**src/rtl/uart_arb_pkg.sv**
```systemverilog
// uart_arb_pkg: shared types and constants for uart_tx_arb.
// Build option: define UART_ARB_HDR_EN for 3-byte transfers
// (header, high byte, low byte). Leave it undefined for 2-byte transfers.
package uart_arb_pkg;

    typedef enum logic [1:0] {IDLE, LOAD, WAIT, DONE} state_t;

    localparam logic [3:0] HDR_TAG = 4'hA;

`ifdef UART_ARB_HDR_EN
    localparam int BYTES_PER_XFER = 3;
`else
    localparam int BYTES_PER_XFER = 2;
`endif

endpackage

```
**src/rtl/uart_tx_arb_rr_arb.sv**
```systemverilog
// rr_arb: combinational round-robin pick, reusable on its own.
// Ports:
//   req      in  NUM_REQ  request vector
//   last_gnt in  ID_W     most recently served index
//   gnt_id   out ID_W     first set req searching upward from last_gnt+1 with wrap
//   any_req  out 1        at least one request is pending
module rr_arb #(
    parameter int NUM_REQ = 4,
    parameter int ID_W    = 2
) (
    input  logic [NUM_REQ-1:0] req,
    input  logic [ID_W-1:0]    last_gnt,
    output logic [ID_W-1:0]    gnt_id,
    output logic               any_req
);

    logic [ID_W-1:0] idx;

    // Walk from the farthest candidate down to the nearest so the nearest
    // pending requester after last_gnt is the one left in gnt_id.
    always_comb begin
        gnt_id  = '0;
        idx     = '0;
        any_req = |req;
        for (int k = NUM_REQ; k >= 1; k--) begin
            idx = ID_W'((int'(last_gnt) + k) % NUM_REQ);
            if (req[idx]) gnt_id = idx;
        end
    end

endmodule

```
**src/rtl/uart_tx_arb.sv**
```systemverilog
// uart_tx_arb: round-robin scheduler sharing one UART transmitter among NUM_REQ requesters.
// Build option: UART_ARB_HDR_EN prepends a header byte {4'hA, 1'b0, gnt_id[2:0]}.
// Ports:
//   clk      in  1          system clock
//   rst      in  1          synchronous active-high reset
//   req      in  NUM_REQ    level requests, held until ack
//   req_data in  16*NUM_REQ packed words, requester i at [16*i+15:16*i]
//   ack      out NUM_REQ    one-cycle pulse to the granted requester when its word is sent
//   busy     out 1          high whenever not idle
//   gnt_id   out ID_W       current / last granted requester
//   trmt     out 1          one-cycle start pulse to the transmitter
//   tx_data  out 8          byte presented to the transmitter
//   tx_done  in  1          transmitter done level
module uart_tx_arb
    import uart_arb_pkg::*;
#(
    parameter int NUM_REQ = 4,
    parameter int ID_W    = 2
) (
    input  logic                  clk,
    input  logic                  rst,
    input  logic [NUM_REQ-1:0]    req,
    input  logic [16*NUM_REQ-1:0] req_data,
    output logic [NUM_REQ-1:0]    ack,
    output logic                  busy,
    output logic [ID_W-1:0]       gnt_id,
    output logic                  trmt,
    output logic [7:0]            tx_data,
    input  logic                  tx_done
);

    localparam logic [1:0] LAST_IDX = 2'(BYTES_PER_XFER - 1);

    state_t          state_q, state_d;
    logic [ID_W-1:0] gnt_q, gnt_d;
    logic [ID_W-1:0] last_gnt_q, last_gnt_d;
    logic [15:0]     word_q, word_d;
    logic [1:0]      byte_idx_q, byte_idx_d;
    logic [7:0]      tx_data_q, tx_data_d;
    logic            tx_done_q;
    logic [ID_W-1:0] pick;
    logic            any_req;
    logic            done_rise;
    logic [7:0]      nxt_byte;

    rr_arb #(.NUM_REQ(NUM_REQ), .ID_W(ID_W)) u_rr (
        .req      (req),
        .last_gnt (last_gnt_q),
        .gnt_id   (pick),
        .any_req  (any_req)
    );

    // Only a fresh edge counts; a level left high from the previous byte does not.
    assign done_rise = tx_done & ~tx_done_q;

    always_comb begin
        state_d    = state_q;
        gnt_d      = gnt_q;
        last_gnt_d = last_gnt_q;
        word_d     = word_q;
        byte_idx_d = byte_idx_q;
        case (state_q)
            IDLE: if (any_req) begin
                gnt_d      = pick;
                word_d     = req_data[16*pick +: 16];
                byte_idx_d = '0;
                state_d    = LOAD;
            end
            LOAD: state_d = WAIT;
            WAIT: if (done_rise) begin
                if (byte_idx_q == LAST_IDX) state_d = DONE;
                else begin
                    byte_idx_d = byte_idx_q + 2'd1;
                    state_d    = LOAD;
                end
            end
            DONE: begin
                last_gnt_d = gnt_q;
                state_d    = IDLE;
            end
            default: state_d = IDLE;
        endcase
    end

    // The byte is latched on entry to LOAD so it is already valid while trmt is high.
`ifdef UART_ARB_HDR_EN
    assign nxt_byte = (byte_idx_d == 2'd0) ? {HDR_TAG, 1'b0, 3'(gnt_d)} :
                      (byte_idx_d == 2'd1) ? word_d[15:8] : word_d[7:0];
`else
    assign nxt_byte = (byte_idx_d == 2'd0) ? word_d[15:8] : word_d[7:0];
`endif
    assign tx_data_d = (state_d == LOAD) ? nxt_byte : tx_data_q;

    always_ff @(posedge clk) begin
        if (rst) begin
            state_q    <= IDLE;
            gnt_q      <= '0;
            last_gnt_q <= ID_W'(NUM_REQ - 1);
            word_q     <= '0;
            byte_idx_q <= '0;
            tx_data_q  <= '0;
            tx_done_q  <= 1'b0;
        end else begin
            state_q    <= state_d;
            gnt_q      <= gnt_d;
            last_gnt_q <= last_gnt_d;
            word_q     <= word_d;
            byte_idx_q <= byte_idx_d;
            tx_data_q  <= tx_data_d;
            tx_done_q  <= tx_done;
        end
    end

    assign trmt    = (state_q == LOAD);
    assign busy    = (state_q != IDLE);
    assign gnt_id  = gnt_q;
    assign tx_data = tx_data_q;
    assign ack     = (state_q == DONE) ? (NUM_REQ'(1) << gnt_q) : '0;

endmodule

```
**config.mk**
```make
export PLATFORM = sky130hd
export DESIGN_NAME = uart_tx_arb
export DESIGN_NICKNAME = d
export VERILOG_FILES = /design/src/rtl/uart_arb_pkg.sv /design/src/rtl/uart_tx_arb_rr_arb.sv /design/src/rtl/uart_tx_arb.sv
export SDC_FILE = /design/constraint.sdc
export NUM_CORES = 1
export LEC_CHECK = 0
export BUFFER_PORTS_ARGS = -buffer_cell sky130_fd_sc_hd__buf_4
export CORE_MARGIN = 2
export CORE_UTILIZATION = 44
export DETAILED_ROUTE_END_ITERATION = 8
export PLACE_DENSITY = 0.77
export SLEW_MARGIN = 20
export SYNTH_ARGS = -nofsm -noshare
export SYNTH_HDL_FRONTEND = slang
export SYNTH_SLANG_ARGS = --single-unit
```
**constraint.sdc**
```tcl
create_clock -name clk -period 2 [get_ports clk]
set_clock_uncertainty 0.2 [all_clocks]
set_input_delay 0.3 -clock clk [delete_from_list [all_inputs] [get_ports clk]]
set_output_delay 0.3 -clock clk [all_outputs]
set_load 0.05 [all_outputs]
```
Yosys cells after proc, flatten, opt, wreduce, memory -nomap -nowiden

Index checks and enable logic that the tools add are counted.

Input port bits: 71
Output and inout bits: 16
Flip-flop bits (word level): 33
Logic and storage cells: 54

Multiplexer cells: 24
$add $sub $neg: 5
Equality and inequality tests: 5
Bitwise gates (word level): 2
Shifts and indexed selects: 2
Reduce and logical (&&, ||, !) cells: 5
Magnitude comparators: 4

Operator list:

| operator              | count |
|---|---|
| $shiftx A64 B7 Y16    | 1 |
| $mux W16              | 2 |
| $mux W2               | 10 |
| $lt A2 B3 Y1 const B  | 4 |
| $bmux W1 S2           | 4 |
| $mux W8               | 1 |
| $pmux W2 S4           | 1 |
| $add A2 B1 Y2 const B | 3 |
| $eq A2 B1 Y1 const B  | 3 |
| $add A2 B2 Y2 const B | 2 |
| $eq A2 B2 Y1 const B  | 2 |
| $logic_not A2 Y1      | 2 |
| $mux W1               | 4 |
| $mux W4               | 1 |
| $pmux W2 S2           | 1 |
| $reduce_or A4 Y1      | 1 |
| $shl A1 B2 Y4 const A | 1 |
| $reduce_and A2 Y1     | 1 |
| $reduce_bool A2 Y1    | 1 |
| $and A1 B1 Y1         | 1 |
| $not A1 Y1            | 1 |

Depth between registers and ports, before layout

Gate-level depths: netlist (run 1).

Word-level depth: 11
Gate-level depth with buffers: 8
Mapped depth without buffers: 5

By module

Synthesis (run 1) repeated with hierarchy kept, for this count alone.

Cells, all modules: 180
Area, all modules: 1836.8 um^2

Modules (own cells, without submodules):

| module      | cells an instance | sequential area each (um^2) | area an instance (um^2) | times used |
|---|---|---|---|---|
| uart_tx_arb | 166               | 660.6                       | 1745.4                  | 1 |
| rr_arb      | 14                | 0.0                         | 91.3                    | 1 |

Worst setup path before layout (run 1)

No wires, ideal clock.

Path type: register to output
Start point: reg gnt_q[1], in the netlist gnt_id[1]
End point: out ack[2]
Path buffers: 0
Path slack: -0.410 ns
Arrival: 1.910 ns
Required time: 1.500 ns
Cell stages (with the launch flop): 2
Path through: dfxtp_1 -> nor3b_1

Word-level cells in the longest chain between the ends: 2

Ends and longest elaborated chain:

| item                     | line               | RTL |
|---|---|---|
| start: declaration       | uart_tx_arb.sv:35  | `logic [ID_W-1:0] gnt_q, gnt_d;` |
| start signal: assignment | uart_tx_arb.sv:105 | `gnt_q <= gnt_d;` |
| $shl A1 B2 Y4            | uart_tx_arb.sv:118 | `assign ack = (state_q == DONE) ? (NUM_REQ'(1) << gnt_q) : '0;` |
| $mux W4                  | uart_tx_arb.sv:118 |  |
| end: declaration         | uart_tx_arb.sv:24  | `output logic [NUM_REQ-1:0] ack,` |

No other way between the ends.

Final worst setup path (run 1)

Start point: reg last_gnt_q[1]
End point: reg tx_data_q[0], in the netlist tx_data[0]

Word-level cells in the longest chain between the ends: 11
Elaborated cells between the ends (all ways): 20
Classes of those cells: add/sub (4); shift (1); mux (15)

Ends and longest elaborated chain:

| item                          | line                     | RTL |
|---|---|---|
| start: declaration            | uart_tx_arb.sv:36        | `logic [ID_W-1:0] last_gnt_q, last_gnt_d;` |
| start signal: assignment      | uart_tx_arb.sv:98        | `last_gnt_q <= ID_W'(NUM_REQ - 1);` |
| start signal: assignment      | uart_tx_arb.sv:106       | `last_gnt_q <= last_gnt_d;` |
| $add A2 B1 Y2                 | uart_tx_arb_rr_arb.sv:26 | `idx = ID_W'((int'(last_gnt) + k) % NUM_REQ);` |
| $bmux W1 S2                   | uart_tx_arb_rr_arb.sv:27 | `if (req[idx]) gnt_id = idx;` |
| $mux W1 (not written as such) | uart_tx_arb_rr_arb.sv:27 |  |
| $mux W2 (3 in series)         | uart_tx_arb_rr_arb.sv:27 |  |
| $mux W2 (*)                   | uart_tx_arb_rr_arb.sv:27 |  |
| $shiftx A64 B7 Y16 (*)        | uart_tx_arb.sv:65        | `word_d = req_data[16*pick +: 16];` |
| $mux W16 (*)                  | uart_tx_arb.sv:63        | `IDLE: if (any_req) begin` |
| $mux W16 (*)                  | uart_tx_arb.sv:62        | `case (state_q)` |
| $mux W8 (*)                   | uart_tx_arb.sv:90        | `assign nxt_byte = (byte_idx_d == 2'd0) ? word_d[15:8] : word_d[7:0];` |
| end signal: assignment        | uart_tx_arb.sv:109       | `tx_data_q <= tx_data_d;` |
| end: declaration              | uart_tx_arb.sv:39        | `logic [7:0] tx_data_q, tx_data_d;` |

Every way passes the cells marked *; elsewhere a longest branch is shown, timed or not. The select of a mux whose other input is x is not followed.
A chain may end at the register's enable or synchronous reset.

==> impl_results.md, run 1 <==
* Initial DRC Count at between 200 and 250
* GRT overflow at 0
* Post-synth cell types at 51
* Slew headroom at approximately two thirds
* Crit start category: flip-flop
* Outcome: complete, but fails checks
* Die W at roughly 73 µm
* Max VDD drop at 0.542 mV
* Via Count at 2544
* Vias per cell at 6.12
* Cell area after synthesis at 2100 µm²
* Die area at 5350 µm²
* Initial Util at 45.2%
* Final hold vios at 0
* Area leader, netlist: dfxtp_1
* Setup TNS Final at -3.34 ps
* Drc violations at 0
* IO Pins at 87
* Fraction of the cycle the final worst path needs at 100%
* Worst slew pin tran at slightly above 500 ps
* Synth top area cells: dfxtp_1 31%, o21ai_0 5.9%, nor2_1 3.9%
* Critical path fanouts, max at 8
* Fillers at 376
* Chip Height at 73.2 µm
* Xor-xnor portion of the synthesized cell area at 0%
* Root Driver: clkbuf_8
* Synth-to-Final Area Change at 52.1%
* Final non-filler cell total at around 420
* Routed WL at 7230 µm
* Met1 wire length at between 2000 and 3000 µm
* Post-Synth Simple-Gate Area at 23.5%
* Input/output buffers at 86
* Placed inst area at between 3000 and 4000 µm²
* Mean Syn Cell Area at 8.52 µm²
* WL met3 at 545 µm
* WL met2 at 3610 µm
* TritonCTS clock tree: done
* Final Setup Violations at 1
* Sequential area share after synthesis at 31.4%
* CP Data Required Time at 2000 ps
* Clock-pin transition on the worst setup and hold timing paths at 70 ps
* Post-synth top flop: dfxtp_1
* Hold path cells at 2
* Max Root-Sink Buffers at 2
* Multiplexer share of the synthesized area at around 2.4%
* Placed Cells at approximately 410
* Worst hold path type: input port to flip-flop
* Synth Area in Adders at 0%
* Data arrival, critical path at 2000 ps
* Footprint of the multi-input gates at 1430 µm²
* PnR worst setup slack at -3.34 ps
* ANT cells at 0
* Largest family of logic cells by synthesized area: compound AO/OA/AOI/OAI gates
* WS Path Type: flip-flop to flip-flop
* RSZ-0062 raised after global routing: true
* Worst skew pair latency at 280 ps
* Antenna-violating nets left at 0
* Synth top area share at between 30% and 40%
* Largest net degree at the start of global routing at 34
* Synth Register Bits at 33
* Maximum clock rate at 499 MHz
* Leak at 1.42 nW
* CTS Buf Count at 5
* Pre-antenna DRT Iters at 4
* Warning count from the yosys run at 0
* Power per cell area at 730 nW/µm²
* Dpl hpwl at ~5500 µm
* Max Used Layer: met4
* Post-synth net total at 318
* Placement Setup Slack at -157 ps
* Vias in the first global route at 2387
* Post-synthesis compound-gate area fraction at 38.1%
* Area of the core at 4660 µm²
* Max-Cap Viols at 0
* Synth async-reset ratio at 0%
* Post-layout minimum cycle time at 2000 ps
* GRT Total Usage at 25.9%
* Critical path capture point type: flip-flop
* Synthesized instance count at around 250
* FF/Latch Area at 666 µm²
* Row cnt at 25
* CTS HTree Levels at 2
* Routed wire per std cell at roughly 17 µm
* Layout cells sized above 1 at 44.5%
* Antenna violations before repair at 0
* First-pass GRT wire length at 10800 µm
* Failing checks: negative setup slack
* Gpl congestion at 0.854
* Sinks on Clock Net at 33
* Post-synth EDFFs at 0
* Slew Viols, Final at 0
* R2r worst-path depth at 6
* Fin area at between 3000 and 4000 µm²
* Post-layout nets at 432
state kept, by name, summed over array words and instances, names as in the netlist:
signal,flops
gnt_id,2
state_q,2
word_q,16
byte_idx_q,2
last_gnt_q,2
tx_data,8
tx_done_q,1
cell usage in the layout, fill, tap and decap left out, drive strengths merged, types with 4 or more instances in the layout:
cell,count
buf,121
dfxtp,33
o21ai,28
nor2,25
and3,9
nand3,9
nand2b,9
a21boi,9
a211oi,9
a32o,8
a2111oi,8
o32ai,8
nor3,7
nand2,7
inv,6
nand3b,6
clkbuf,6
nor2b,5
o211a,5
mux2i,5
a21oi,5
a22oi,4
a32oi,4
a222oi,4
cell usage after synthesis, types with 4 or more instances:
| library cell | n |
|---|---|
| a2111oi_1 | 4 |
| a2111oi_2 | 4 |
| a211oi_1 | 8 |
| a21boi_0 | 9 |
| a21oi_1 | 5 |
| a222oi_1 | 4 |
| a22oi_1 | 4 |
| a32o_1 | 8 |
| a32oi_1 | 4 |
| and3_1 | 9 |
| clkbuf_1 | 8 |
| dfxtp_1 | 33 |
| inv_1 | 6 |
| mux2i_1 | 5 |
| nand2_1 | 7 |
| nand2b_1 | 9 |
| nand3_1 | 9 |
| nand3b_1 | 6 |
| nor2_1 | 22 |
| nor2b_1 | 5 |
| nor3_1 | 7 |
| o211a_1 | 5 |
| o21ai_0 | 25 |
| o32ai_1 | 8 |
layer usage:
layer	up-vias	GRT usage, %
li1	1195	-
met1	1216	33.0
met2	119	43.1
met3	14	5.25
met4	0	9.26
met5	-	0
worst max-delay path, cell delays in order (launching register included):
cell     delay (ps)
dfxtp_4         380
and3b_2         230
or2_4           250
buf_4           150
o21ai_4         280
o32ai_2         170
o32ai_1         270
layout make-up:
cell class	count	area share, %
tap	54	2.11
multi-input combinational	193	44.6
clock buffer	6	2.27
timing repair buffer	122	29.2
sequential	33	20.8
clock inverter	2	0.313
inverter	6	0.703
where the power goes:
| part | internal [mW] | switching, mW |
|---|---|---|
| logic | 0.462 | 0.567 |
| registers | 0.756 | 0.0691 |
| clock network | 0.241 | 0.242 |
| total | 1.46 | 0.878 |
stage by stage:
step / hold slack [ps] / total power, mW / util, %
final: 57.5 / 2.34 / 68.7
after global routing: 79.9 / 2.45 / 68.7
after CTS: 55.8 / 2.29 / 66.9
after detailed placement: 272 / 1.80 / 64.7
after global placement: 256 / 1.79 / 64.7
after floorplan: 228 / 1.40 / -
cell families (layout without fill, tap and decap cells):
group / after synthesis / count (layout)
mux: 5 / 5
compound gates: 101 / 101
flops: 33 / 33
buf+inv: 21 / 136
simple gates: 87 / 87
final timing paths:
path                 startpoint          to  slack [ps]
setup / recovery  last_gnt_q[1]  tx_data[0]          -3
hold / removal          tx_done   tx_done_q          60
setup reg to reg  last_gnt_q[1]  tx_data[0]          -3
hold reg to reg      word_q[12]  tx_data[4]         280
timing repair:
action                     in CTS  in global routing
pin swaps                       4                  5
gates cloned                    0                  1
setup endpoints to repair      13                 21
gates resized for setup         4                 16
buffers inserted                0                  1
hold buffers                    0                  0
Note: power is estimated with default switching activity, not from simulation.
==> inputs of run 2 (changes only) <==
- REMOVE_ABC_BUFFERS: unset -> 1
==> impl_results.md, run 2 (synthesis gave the netlist of run 1 again) <==
* Outcome: finished clean
* Leak at 1.44 nW
* GRT Total Usage at between 20% and 30%
* Largest net degree at the start of global routing at 34
* CTS HTree Levels at 2
* Footprint of the multi-input gates at 1500 µm²
* RSZ-0062 raised after global routing: true
* Input/output buffers at 86
* Final non-filler cell total at 415
* Routed wire per std cell at approximately 17 µm
* WS Path Type: flip-flop to flip-flop
* Drc violations at 0
* Antenna-violating nets left at 0
* Pre-antenna DRT Iters at 5
* IO Pins at 87
* Critical path fanouts, max at 7
* Chip Height at roughly 73 µm
* Dpl hpwl at 5230 µm
* Post-layout minimum cycle time at 1990 ps
* Slew Viols, Final at 0
* Crit start category: flip-flop
* Via Count at 2495
* Gpl congestion at 0.870
* Setup TNS Final at 0 ps
* Max reg flops at 16
* Leading cell type in the layout, fill and taps excluded: buf_4
* Row cnt at 25
* FF/Latch Area at ~660 µm²
* First-pass GRT wire length at 10700 µm
* Clock-pin transition on the worst setup and hold timing paths at about 70 ps
* CTS Hold Bufs at 0
* Area of the core at about 4700 µm²
* Worst skew pair latency at 290 ps
* Initial DRC Count at 160
* Worst slew pin tran at 423 ps
* Fillers at 360
* Post-layout nets at around 430
* Placed Cells at roughly 400
* Final hold vios at 0
* Fraction of the cycle the final worst path needs at 99.3%
* Most frequent cells in the layout: 115 x buf_4, 32 x dfxtp_1, 25 x o21ai_0
* CTS Buf Count at 5
* CP Data Required Time at 1970 ps
* Root Driver: clkbuf_8
* Worst hold path type: input port to flip-flop
* Max VDD drop at 0.398 mV
* Critical path capture point type: flip-flop
* Vias per cell at between 6 and 7
* Antenna violations before repair at 0
* TritonCTS clock tree: done
* Data arrival, critical path at 1950 ps
* Final Setup Violations at 0
* Initial Util at 45.2%
* Sinks on Clock Net at 33
* Synth-to-Final Area Change at 56.7%
* Maximum clock rate at 503 MHz
* Power per cell area at 734 nW/µm²
* Max-Cap Viols at 0
* Die area at 5350 µm²
* Die W at about 73 µm
* Vias in the first global route at between 2000 and 2500
* Max Root-Sink Buffers at 2
* Routed WL at 7120 µm
* Slew headroom at between 70% and 80%
* Largest reg by FF count: word_q
* GRT overflow at 0
* Layout cells sized above 1 at 46.0%
* ANT cells at 0
## run 2: through the flow
stage               instance area, µm²  total power [mW]  utilization (%)  hold WS (ps)  worst slack (ps)
global route                      3300              2.54             70.8          39.6             -51.6
floorplan                         2030              1.37                -           169              -521
CTS                               3110              2.28             66.7          39.7             -5.28
finish                            3300              2.42             70.8          39.9              13.9
global placement                  3000              1.77             64.4           270              -135
detailed placement                3000              1.78             64.4           275              -167
## run 2: final cells by class
class / count / area share [%]
clock inverters: 3 / 0.531
clock buffers: 5 / 2.09
flip-flops and latches: 33 / 20.1
well taps: 54 / 2.05
multi-input cells: 193 / 45.5
repair buffers: 121 / 29.0
inverters: 6 / 0.683
## run 2: worst max-delay path, cell delays in order, from the launching register on
cell and delay, ps:
dfxtp_4 370, and3b_2 210, or2_4 270, or3_4 400, a211oi_1 330, a2111oi_2 90
## run 2: per-layer routing
layer  routed length, µm  track usage (%)  up-vias  share of wire (%)
met4                 110             9.05        0                1.5
met3                 498             4.70       11                7.0
met2                3440             42.5      121                 48
li1                    -                -     1190                  -
met5                   0                0        -                  0
met1                3080             34.3     1173                 43
## run 2: report_power, final
part	switching (mW)	internal [mW]	leakage (nW)
Clock	0.263	0.240	0.0439
Sequential	0.0597	0.755	0.273
Combinational	0.604	0.499	1.13
Total	0.926	1.49	1.44
## run 2: final timing paths
check / from / to / slack, ps / cells past startpoint
worst max-delay path: last_gnt_q[1] / word_q[2] / 10 / 5
worst min-delay path: tx_done / tx_done_q / 40 / 2
worst max register to register: last_gnt_q[1] / word_q[2] / 10 / 5
worst min register to register: byte_idx_q[1] / byte_idx_q[0] / 280 / 1
## run 2: repair_timing
| action | CTS | global route |
|---|---|---|
| endpoints found under the setup margin | 15 | 24 |
| resized for setup | 7 | 29 |
| pin swaps | 4 | 12 |
| buffers inserted | 0 | 4 |
==> inputs of run 3 (changes only) <==
- CORE_UTILIZATION: 44 -> 37
- PLACE_DENSITY: 0.77 -> 0.67
==> impl_results.md, run 3 (synthesis gave the netlist of run 1 again) <==
* Chip Height at 79.4 µm
* Final hold vios at 0
* Crit start category: flip-flop
* Largest net degree at the start of global routing at 21
* Slew headroom at 71.1%
* Antenna violations before repair at 0
* Reg2reg start: last_gnt_q[1]
* Die W at between 70 and 80 µm
* Die area at 6310 µm²
* FF/Latch Area at about 660 µm²
* Setup TNS Final at 0 ps
* Worst skew pair latency at approximately 280 ps
* Critical path capture point type: flip-flop
* First-pass GRT wire length at 11200 µm
* R2r worst-path depth at 5
* TritonCTS clock tree: done
* Most frequent cells in the layout: 118 x buf_4, 32 x dfxtp_1, 22 x nor2_1
* Maximum clock rate at 507 MHz
* Leak at 1.43 nW
* Input/output buffers at 86
* Slowest-stage cell, CP: or3_4
* Footprint of the multi-input gates at 1460 µm²
* Data arrival, critical path at 1930 ps
* Max VDD drop at slightly above 0.3 mV
* Vias in the first global route at 2289
* Gpl congestion at 0.869
* Sinks on Clock Net at 33
* RSZ-0062 raised after global routing: true
* Slew Viols, Final at 0
* Worst Hold Path EP: tx_done_q
* Area of the core at 5510 µm²
* IO Pins at 87
* Fraction of the cycle the final worst path needs at 98.6%
* Max reg flops at 16
* Overall power at 2.37 mW
* Synth-to-Final Area Change at 55.6%
* Drc violations at 0
* Largest reg by FF count: word_q
* Cell Chain, Critical Path: and3b_2, or2_4, or3_4, a211oi_1, a2111oi_2
* Final hold slack at 41.1 ps
* Routed wire per std cell at 16.5 µm
* Critical path startpoint: last_gnt_q[1]
* Max-Cap Viols at 0
* Critical path fanouts, max at 7
* Clock-pin transition on the worst setup and hold timing paths at roughly 70 ps
* Worst slew pin tran at 431 ps
* Antenna-violating nets left at 0
* Final Setup Violations at 0
* CTS Buf Count at 5
* WP buf/inv at 0
* Power per cell area at ~720 nW/µm²
* Post-layout minimum cycle time at about 2000 ps
* Root Driver: clkbuf_8
* CTS HTree Levels at 2
* Row cnt at 27
* Vias per cell at 5.65
* Outcome: finished clean
* Routed WL at a little over 7000 µm
* Hold_sp: tx_done
* GRT overflow at 0
* Post-layout nets at 432
* Leading cell type in the layout, fill and taps excluded: buf_4
* Final non-filler cell total at approximately 430
* Max Root-Sink Buffers at 2
* CP Data Required Time at 1960 ps
* Reg2Reg Setup Slack at between 20 and 30 ps
* Cell family with most CP delay: simple AND/OR/NAND/NOR gates
* Placed Cells at 424
* Initial DRC Count at 129
* Crit path largest cell delay at 410 ps
* Dpl hpwl at between 5000 and 6000 µm
* Layout cells sized above 1 at between 40 and 50%
* Fillers at 479
* Pre-antenna DRT Iters at 4
* Via Count at 2446
* WS Path Type: flip-flop to flip-flop
* CTS Hold Bufs at 0
* Final Core Density at roughly three fifths
* Worst hold path type: input port to flip-flop
* Initial Util at about two fifths
* ANT cells at 0
* Hold path cells at 2
* R2r endpoint: word_q[0]
* GRT Total Usage at 22.6%
-- run 3: layout make-up --
type / instances / area share [%]
tap: 72 / 2.75
inverter: 6 / 0.688
clock buffer: 7 / 2.64
multi-input combinational: 193 / 44.7
sequential: 33 / 20.3
timing repair buffer: 122 / 29.0
-- run 3: power breakdown --
group | switching, mW | internal (mW)
combinational | 0.580 | 0.469
sequential | 0.0572 | 0.756
clock | 0.237 | 0.273
total | 0.875 | 1.50
-- run 3: worst reg2reg max path: cells and delay by family, from the launching register on --
kind	cells	cell delay, ps
compound gates	2	380
flops	1	370
simple gates	3	890
-- run 3: what timing repair did --
| item | 4_1_cts | 5_1_grt |
|---|---|---|
| pin swaps | 2 | 13 |
| setup endpoints to repair | 24 | 21 |
| buffers inserted | 0 | 2 |
| resized for setup | 6 | 30 |
-- run 3: worst max path at each step --
stage / endpoint / slack [ps] / cells after the start
after floorplan: tx_data[3] / -520 / 5
after global placement: tx_data[1] / -150 / 8
after detailed placement: tx_data[0] / -170 / 6
after CTS: tx_data[4] / 10 / 7
after global routing: word_q[1] / -40 / 6
final: word_q[0] / 30 / 5
-- run 3: per-stage QoR --
step           setup WS [ps]  instance area, µm²
4_1_cts                 13.6                3150
3_5_place_dp            -172                3050
6_report                27.3                3280
3_3_place_gp            -153                3050
5_1_grt                -36.6                3280
2_1_floorplan           -521                2030
-- run 3: metal layers --
metal  global-route usage [%]  up-vias  part of all wire, %
li1                         -     1191                    -
met1                     30.5     1133                   44
met2                     36.4      111                   48
met3                     4.52       11                  7.1
met4                     6.38        0                  1.7
met5                        0        -                    0
